===== src/rtl/mips_mem_port_arbiter.sv =====
// mips_mem_port_arbiter
//   Shares one single-port unified memory between the IF stage (fetch) and
//   the MEM stage (load/store). Each access is granted in IDLE, runs for
//   WAIT_STATES+1 ACCESS cycles with the memory strobe held, and is completed
//   by a one-cycle ack in DONE with registered read data.
//
// Optional feature macro: MEM_ARB_STARVE_GUARD_EN
//   Defined   : a starve counter forces an IF grant after STARVE_LIMIT
//               consecutive MEM grants made while IF was waiting.
//   Undefined : strict MEM priority, no counter.
//
// Ports
//   clk, reset                 rising-edge clock, synchronous active-high reset
//   if_req_i / if_addr_i       fetch request (held until ack) and address
//   if_rdata_o / if_ack_o      fetched word and one-cycle completion pulse
//   if_stall_o                 if_req_i & ~if_ack_o
//   mem_req_i / mem_we_i       load/store request (held until ack), 1=store
//   mem_addr_i / mem_wdata_i   load/store address and store data
//   mem_rdata_o / mem_ack_o    load data and one-cycle completion pulse
//   mem_stall_o                mem_req_i & ~mem_ack_o
//   ram_addr_o, ram_re_o,
//   ram_we_o, ram_wdata_o      memory macro command (valid during ACCESS)
//   ram_rdata_i                combinational read data from the macro
//   busy_o                     high whenever an access is in progress
module mips_mem_port_arbiter #(
  parameter int DATA_WIDTH   = 32,
  parameter int ADDR_WIDTH   = 32,
  parameter int WAIT_STATES  = 1,
  parameter int STARVE_LIMIT = 4
) (
  input  logic                  clk,
  input  logic                  reset,
  input  logic                  if_req_i,
  input  logic [ADDR_WIDTH-1:0] if_addr_i,
  output logic [DATA_WIDTH-1:0] if_rdata_o,
  output logic                  if_ack_o,
  output logic                  if_stall_o,
  input  logic                  mem_req_i,
  input  logic                  mem_we_i,
  input  logic [ADDR_WIDTH-1:0] mem_addr_i,
  input  logic [DATA_WIDTH-1:0] mem_wdata_i,
  output logic [DATA_WIDTH-1:0] mem_rdata_o,
  output logic                  mem_ack_o,
  output logic                  mem_stall_o,
  output logic [ADDR_WIDTH-1:0] ram_addr_o,
  output logic                  ram_re_o,
  output logic                  ram_we_o,
  output logic [DATA_WIDTH-1:0] ram_wdata_o,
  input  logic [DATA_WIDTH-1:0] ram_rdata_i,
  output logic                  busy_o
);

  typedef enum logic [1:0] {S_IDLE, S_ACCESS, S_DONE} state_e;
  typedef enum logic [1:0] {OWN_NONE, OWN_IF, OWN_MEM} owner_e;

  state_e                state_q, state_d;
  owner_e                owner_q, owner_d;
  logic [ADDR_WIDTH-1:0] addr_q, addr_d;
  logic                  we_q, we_d;
  logic [DATA_WIDTH-1:0] wdata_q, wdata_d;
  logic [3:0]            cnt_q, cnt_d;
  logic [DATA_WIDTH-1:0] if_rdata_q, if_rdata_d;
  logic [DATA_WIDTH-1:0] mem_rdata_q, mem_rdata_d;
  logic                  grant_mem, grant_if;

`ifdef MEM_ARB_STARVE_GUARD_EN
  logic [3:0] starve_q, starve_d;
  logic       force_if;

  // IF has watched STARVE_LIMIT MEM grants go by: it takes this slot.
  assign force_if  = if_req_i && (starve_q == 4'(STARVE_LIMIT));
  assign grant_mem = mem_req_i && !force_if;
`else
  // The older instruction (MEM stage) always proceeds first.
  assign grant_mem = mem_req_i;
`endif
  assign grant_if = if_req_i && !grant_mem;

  // NOTE: every combinational output gets a default first, so no path through
  // the case statement leaves a signal unassigned and no latch is inferred.
  always_comb begin
    state_d     = state_q;
    owner_d     = owner_q;
    addr_d      = addr_q;
    we_d        = we_q;
    wdata_d     = wdata_q;
    cnt_d       = cnt_q;
    if_rdata_d  = if_rdata_q;
    mem_rdata_d = mem_rdata_q;
`ifdef MEM_ARB_STARVE_GUARD_EN
    starve_d    = starve_q;
`endif
    unique case (state_q)
      S_IDLE: begin
        if (grant_mem) begin
          owner_d = OWN_MEM;
          addr_d  = mem_addr_i;
          we_d    = mem_we_i;
          wdata_d = mem_wdata_i;
          cnt_d   = 4'(WAIT_STATES);
          state_d = S_ACCESS;
`ifdef MEM_ARB_STARVE_GUARD_EN
          if (if_req_i && starve_q != 4'hF) starve_d = starve_q + 4'd1;
`endif
        end else if (grant_if) begin
          owner_d = OWN_IF;
          addr_d  = if_addr_i;
          we_d    = 1'b0;
          wdata_d = '0;
          cnt_d   = 4'(WAIT_STATES);
          state_d = S_ACCESS;
`ifdef MEM_ARB_STARVE_GUARD_EN
          starve_d = 4'd0;
`endif
        end
      end
      S_ACCESS: begin
        if (cnt_q == 4'd0) begin
          // Stores load the register too; mem_rdata_o is don't-care then.
          if (owner_q == OWN_IF) if_rdata_d  = ram_rdata_i;
          else                   mem_rdata_d = ram_rdata_i;
          state_d = S_DONE;
        end else begin
          cnt_d = cnt_q - 4'd1;
        end
      end
      S_DONE: begin
        owner_d = OWN_NONE;
        state_d = S_IDLE;
      end
      default: state_d = S_IDLE;
    endcase
  end

  // NOTE: sequential state uses non-blocking assignments only, so every
  // register samples the pre-edge value of every other register.
  always_ff @(posedge clk) begin
    if (reset) begin
      // NOTE: the read-data registers are reset as well, so both rdata outputs
      // read zero after reset instead of stale data from an abandoned access.
      state_q     <= S_IDLE;
      owner_q     <= OWN_NONE;
      addr_q      <= '0;
      we_q        <= 1'b0;
      wdata_q     <= '0;
      cnt_q       <= 4'd0;
      if_rdata_q  <= '0;
      mem_rdata_q <= '0;
`ifdef MEM_ARB_STARVE_GUARD_EN
      starve_q    <= 4'd0;
`endif
    end else begin
      state_q     <= state_d;
      owner_q     <= owner_d;
      addr_q      <= addr_d;
      we_q        <= we_d;
      wdata_q     <= wdata_d;
      cnt_q       <= cnt_d;
      if_rdata_q  <= if_rdata_d;
      mem_rdata_q <= mem_rdata_d;
`ifdef MEM_ARB_STARVE_GUARD_EN
      starve_q    <= starve_d;
`endif
    end
  end

  logic in_access;
  assign in_access = (state_q == S_ACCESS);

  // Memory command is only driven during ACCESS; strobes repeat every
  // ACCESS cycle, which the macro treats as idempotent.
  assign ram_addr_o  = in_access ? addr_q  : '0;
  assign ram_wdata_o = in_access ? wdata_q : '0;
  assign ram_re_o    = in_access && !we_q;
  assign ram_we_o    = in_access &&  we_q;

  assign if_ack_o    = (state_q == S_DONE) && (owner_q == OWN_IF);
  assign mem_ack_o   = (state_q == S_DONE) && (owner_q == OWN_MEM);
  assign if_rdata_o  = if_rdata_q;
  assign mem_rdata_o = mem_rdata_q;
  assign if_stall_o  = if_req_i  && !if_ack_o;
  assign mem_stall_o = mem_req_i && !mem_ack_o;
  assign busy_o      = (state_q != S_IDLE);

endmodule


===== config.mk =====
export PLATFORM = sky130hd
export DESIGN_NAME = mips_mem_port_arbiter
export DESIGN_NICKNAME = d
export VERILOG_FILES = /design/src/rtl/mips_mem_port_arbiter.sv
export SDC_FILE = /design/constraint.sdc
export NUM_CORES = 1
export LEC_CHECK = 0
export ABC_CLOCK_PERIOD_IN_PS = 5100
export CORE_ASPECT_RATIO = 0.75
export CORE_MARGIN = 5
export CORE_UTILIZATION = 25
export CTS_CLUSTER_DIAMETER = 40
export DETAILED_ROUTE_END_ITERATION = 8
export PLACE_DENSITY_LB_ADDON = 0.3
export REMOVE_ABC_BUFFERS = 1
export SETUP_SLACK_MARGIN = 0.15
export SYNTH_ARGS = -nofsm -noshare
export SYNTH_HDL_FRONTEND = slang
export SYNTH_SLANG_ARGS = --single-unit

===== constraint.sdc =====
create_clock -name clk -period 5.1 [get_ports clk]
set_input_delay 0.765 -clock clk [delete_from_list [all_inputs] [get_ports clk]]
set_output_delay 0.765 -clock clk [all_outputs]
set_load 0.02 [all_outputs]

Word level (Yosys, flattened, before mapping)
Index checks and enable logic that the tools add are counted.
Widths: inputs -> output; s select.
Word-level totals
  logic and storage cells: 58
  register bits after elaboration: 137
  output and inout port bits: 135
Cells by class
  bitwise gates (word level): 1
  eq/ne operators: 7
  multiplexer cells: 18
  add/subtract/negate cells: 1
  reductions and logical operators: 23
Operator list (number)
  $mux 32: 6
  $mux 4: 3
  $reduce_and 3->1: 3
  $mux 2: 4
  $pmux 2 s2: 2
  $pmux 4 s2: 1
  $reduce_bool 2->1: 4
  $logic_and 1x1->1: 7
  $reduce_and 2->1: 3
  $eq 2x1->1 const B: 2
  $eq 2x2->1 const B: 2
  $logic_not 1->1: 4
  $logic_not 4->1: 1
  $sub 4x1->4 const B: 1
  $ne 3x3->1 const B: 1
  $logic_not 2->1: 1
  $mux 1: 2
  $ne 2x1->1 const B: 1
  $ne 2x2->1 const B: 1
  $not 1->1: 1

Longest topological paths before layout
  word-level depth: 5
  mapped depth: 7

Worst setup path after synthesis
Ideal clock, no wire load.
  path kind: input -> output
  start point: input mem_req_i
  end point: output mem_stall_o
  data arrival time: 1682 ps
  slack: 2653 ps
  data required time: 4335 ps
  buffers on the path: 2
  stages on the path: 3
  cell sequence: buf_6 -> clkbuf_1 -> nor2b_1
On the way
  word-level cells in the longest chain between the ends: 1
RTL lines
  start, declared: line 38  | input logic mem_req_i,
  $logic_and 1x1->1: line 182  | assign mem_stall_o = mem_req_i && !mem_ack_o;
  end, declared: line 44  | output logic mem_stall_o,
No other way between the ends.

Worst setup path after layout
  start point: register state_q[0]
  end point: output ram_addr_o[24]
On the way
  word-level cells in the longest chain between the ends: 2
RTL lines
  start, declared: line 56  | state_e state_q, state_d;
  start signal, assigned: line 153  | state_q <= state_d;
  $eq 2x1->1: line 168  | assign in_access = (state_q == S_ACCESS);
  $mux 32: line 172  | assign ram_addr_o = in_access ? addr_q : '0;
  end, declared: line 45  | output logic [ADDR_WIDTH-1:0] ram_addr_o,
No other way between the ends.

==> impl_metrics.py <==
metrics = {
    "status": {
        "outcome": "complete, no violations",
    },
    "die": {
        "core_region_area_mm2": 0.0242,
        "row_count": 49,
        "ios": 268,
        "start_util": 0.255,
        "fp.dieH_um": 146,
        "die_w_um": 191,
        "die-area_mm2": 0.0279,
    },
    "power": {
        "leakagePower_uw": 0.00368,
        "p_per_area_mw_per_mm2": 324,
        "ir_worst_vdd_mv": 0.230,
    },
    "yosys": {
        "async_flop_share": 0,
        "syn_area_mm2": 0.00617,
        "syn-instance-count": 587,
        "ys_seq_area_frac": 0.445,
        "syn_area_per_cell_um2": 10.5,
        "ys_seq_elements": 137,
        "synth_edf_count": 0,
        "ys.flop_type": "dfxtp_1",
        "synth_cell_types": 35,
        "synth-warning-count": 0,
    },
    "global_route": {
        "grt_pass1_vias": 5189,
        "grt_busiest_layer": "met2",
        "grt_usage": 0.129,
        "grt.overflow.total": 0,
        "met1_usage": 0.172,
        "met3_usage": 0.0475,
        "grt_pass1_wl_mm": 29.0,
        "grt_max_degree": 97,
        "met2_usage": 0.200,
        "antenna_found_initial": 0,
    },
    "finish": {
        "mostFrequentLayoutCell": "clkdlybuf4s50_1",
        "seq_area_mm2": 0.00274,
        "fin_util": 0.398,
        "areaGrowthSynthToFinish_pct": 56.0,
        "multi_input_area_mm2": 0.00312,
        "layout.nets": 965,
        "final_layout_size_suffix_gt1_frac": 0.0973,
        "final_cell_mix": "clkdlybuf4s50_1 (265), dfxtp_1 (137), nand2b_1 (99)",
        "num-fill-cells": 2430,
        "antenna_cells": 0,
    },
    "sta": {
        "max_freq_ghz": 0.283,
        "drv_slew": 0,
        "setup_viol": 0,
        "min_period_over_period": 0.693,
        "relSlewSlack": 0.357,
        "hold_viol_final": 0,
        "rsz0062_at_grt": "false",
        "finalSetupTns_ps": 0,
        "period_needed_ps": 3540,
        "worst_slew_pin_slew_ps": 962,
        "fin_skew_ps": 6.03,
    },
    "setup_path": {
        "cp_top_family": "buffers and inverters",
        "critical-path-slowest-cell": "nor2b_4",
        "cp_num_buf_inv": 2,
        "crit_chain": "nor2b_4, buf_4, and2_1, clkdlybuf4s50_1",
        "crit_fanout": 46,
        "cp.required_ps": 4340,
        "crit_path_start_kind": "flip-flop",
        "max_stage_delay_ps": 780,
        "cp-end-kind": "output pin",
        "critPathArrivalTime_ps": 2770,
        "critical_path_class": "flip-flop to output pin",
    },
    "clocking": {
        "htree_levels": 4,
        "cts_made_buffers": 17,
        "clock-root-buffer": "clkbuf_16",
        "cts-resized-gates": 0,
        "hold_buffers": 0,
        "clock_latency_ps": 420,
        "cts.sinks": 137,
        "cts.reportedPaths.clkPinSlew_ps": 60,
        "cts_setup_buffers": 0,
        "clock_path_buffers": 2,
        "tritoncts": "yes",
    },
    "place": {
        "io_buffers": 267,
        "dpl.hpwl_mm": 12.6,
        "place_congestion": 0.713,
    },
    "route": {
        "via_count": 5035,
        "viasPerCell": 4.29,
        "wl_per_cell_um": 15.7,
        "drt_first_pass_iters": 4,
        "postRouteAntennaNets": 0,
        "initialDrtViolationCount": 116,
        "drcViolationCount": 0,
        "wirelength_mm": 18.4,
    },
    "job": {
        "maxCapViolations": 0,
    },
    "min_path": {
        "hp-class": "flip-flop to flip-flop",
    },
}
## cells in the mapped netlist (2+ instances only)
library cell | count | area share
a211oi_1 | 3 | 0.0037
a211oi_2 | 30 | 0.061
a21oi_1 | 34 | 0.028
a22o_1 | 33 | 0.047
and2_1 | 66 | 0.067
buf_1 | 2 | 0.0012
buf_2 | 11 | 0.0089
buf_4 | 2 | 0.0024
buf_6 | 12 | 0.022
clkbuf_1 | 24 | 0.015
dfxtp_1 | 137 | 0.44
ha_1 | 2 | 0.0041
inv_1 | 3 | 0.0018
mux2i_1 | 96 | 0.16
nand2b_1 | 99 | 0.10
nor2_1 | 6 | 0.0037
nor2b_1 | 4 | 0.0041
nor3_1 | 3 | 0.0024
nor3b_1 | 2 | 0.0024
o21ai_0 | 2 | 0.0016
or4_1 | 2 | 0.0024
## routing by layer
layer  vias up  part of all wire  wire length [um]
met1      2338              0.48              8860
met4         0            0.0087               161
li1       2520                 -                 -
met3        15             0.074              1370
met5         -                 0                 0
met2       162              0.44              8040
## flip-flops by register name (all words and copies together), names as in the netlist
register / flops
state_q: 2
owner_q: 2
mem_rdata_o: 32
cnt_q: 4
wdata_q: 32
addr_q: 32
if_rdata_o: 32
we_q: 1
## metrics by stage
stage	setup WS [ps]	hold WS [ps]	power [uW]	cells	cell area [um2]
floorplan	1560	441	1570	536	5860
global placement	1990	452	1890	1142	9020
global route	1300	480	3270	1174	9620
finish	1560	466	3110	1174	9620
detailed placement	1950	456	1890	1142	9020
CTS	1470	472	3170	1174	9620
## final timing paths
check	start	endpoint	slack, ps	depth (start not counted)
worst min register to register	if_rdata_o[26]$_SDFFE_PP0P_	if_rdata_o[26]$_SDFFE_PP0P_	470	2
worst max register to register	state_q[0]$_SDFFE_PP0P_	mem_rdata_o[14]$_SDFFE_PP0P_	3060	4
worst max-delay path	state_q[0]$_SDFFE_PP0P_	ram_addr_o[24]	1560	4
worst min-delay path	if_rdata_o[26]$_SDFFE_PP0P_	if_rdata_o[26]$_SDFFE_PP0P_	470	2
## worst reg2reg max path, cell delays in order (launching register included)
cell     delay, ps
dfxtp_1        420
nor2b_4        780
nand3_2        110
buf_4          360
mux2i_1        230
## logic make-up after synthesis
logic type	count (synthesis)	share of synthesized area
compound gates	109	0.151
fa+ha+maj	2	0.00406
buf+inv	55	0.0515
flops	137	0.445
mux	96	0.156
simple gates	188	0.193
## power by group
group	leakage, uW	switching (uW)	total, uW	internal, uW
registers	0.00112	47.7	1210	1160
clock network	0.000292	476	1250	772
logic	0.00226	328	657	329
total	0.00368	852	3110	2260
## final cells by class
| type | instances | area share |
|---|---|---|
| clock buffer | 22 | 0.0503 |
| tap | 331 | 0.0430 |
| inverter | 4 | 0.00156 |
| timing repair buffer | 275 | 0.283 |
| multi-input combinational | 395 | 0.325 |
| sequential | 137 | 0.285 |
| clock inverter | 10 | 0.0121 |
Note: power is estimated with default switching activity, not from simulation.
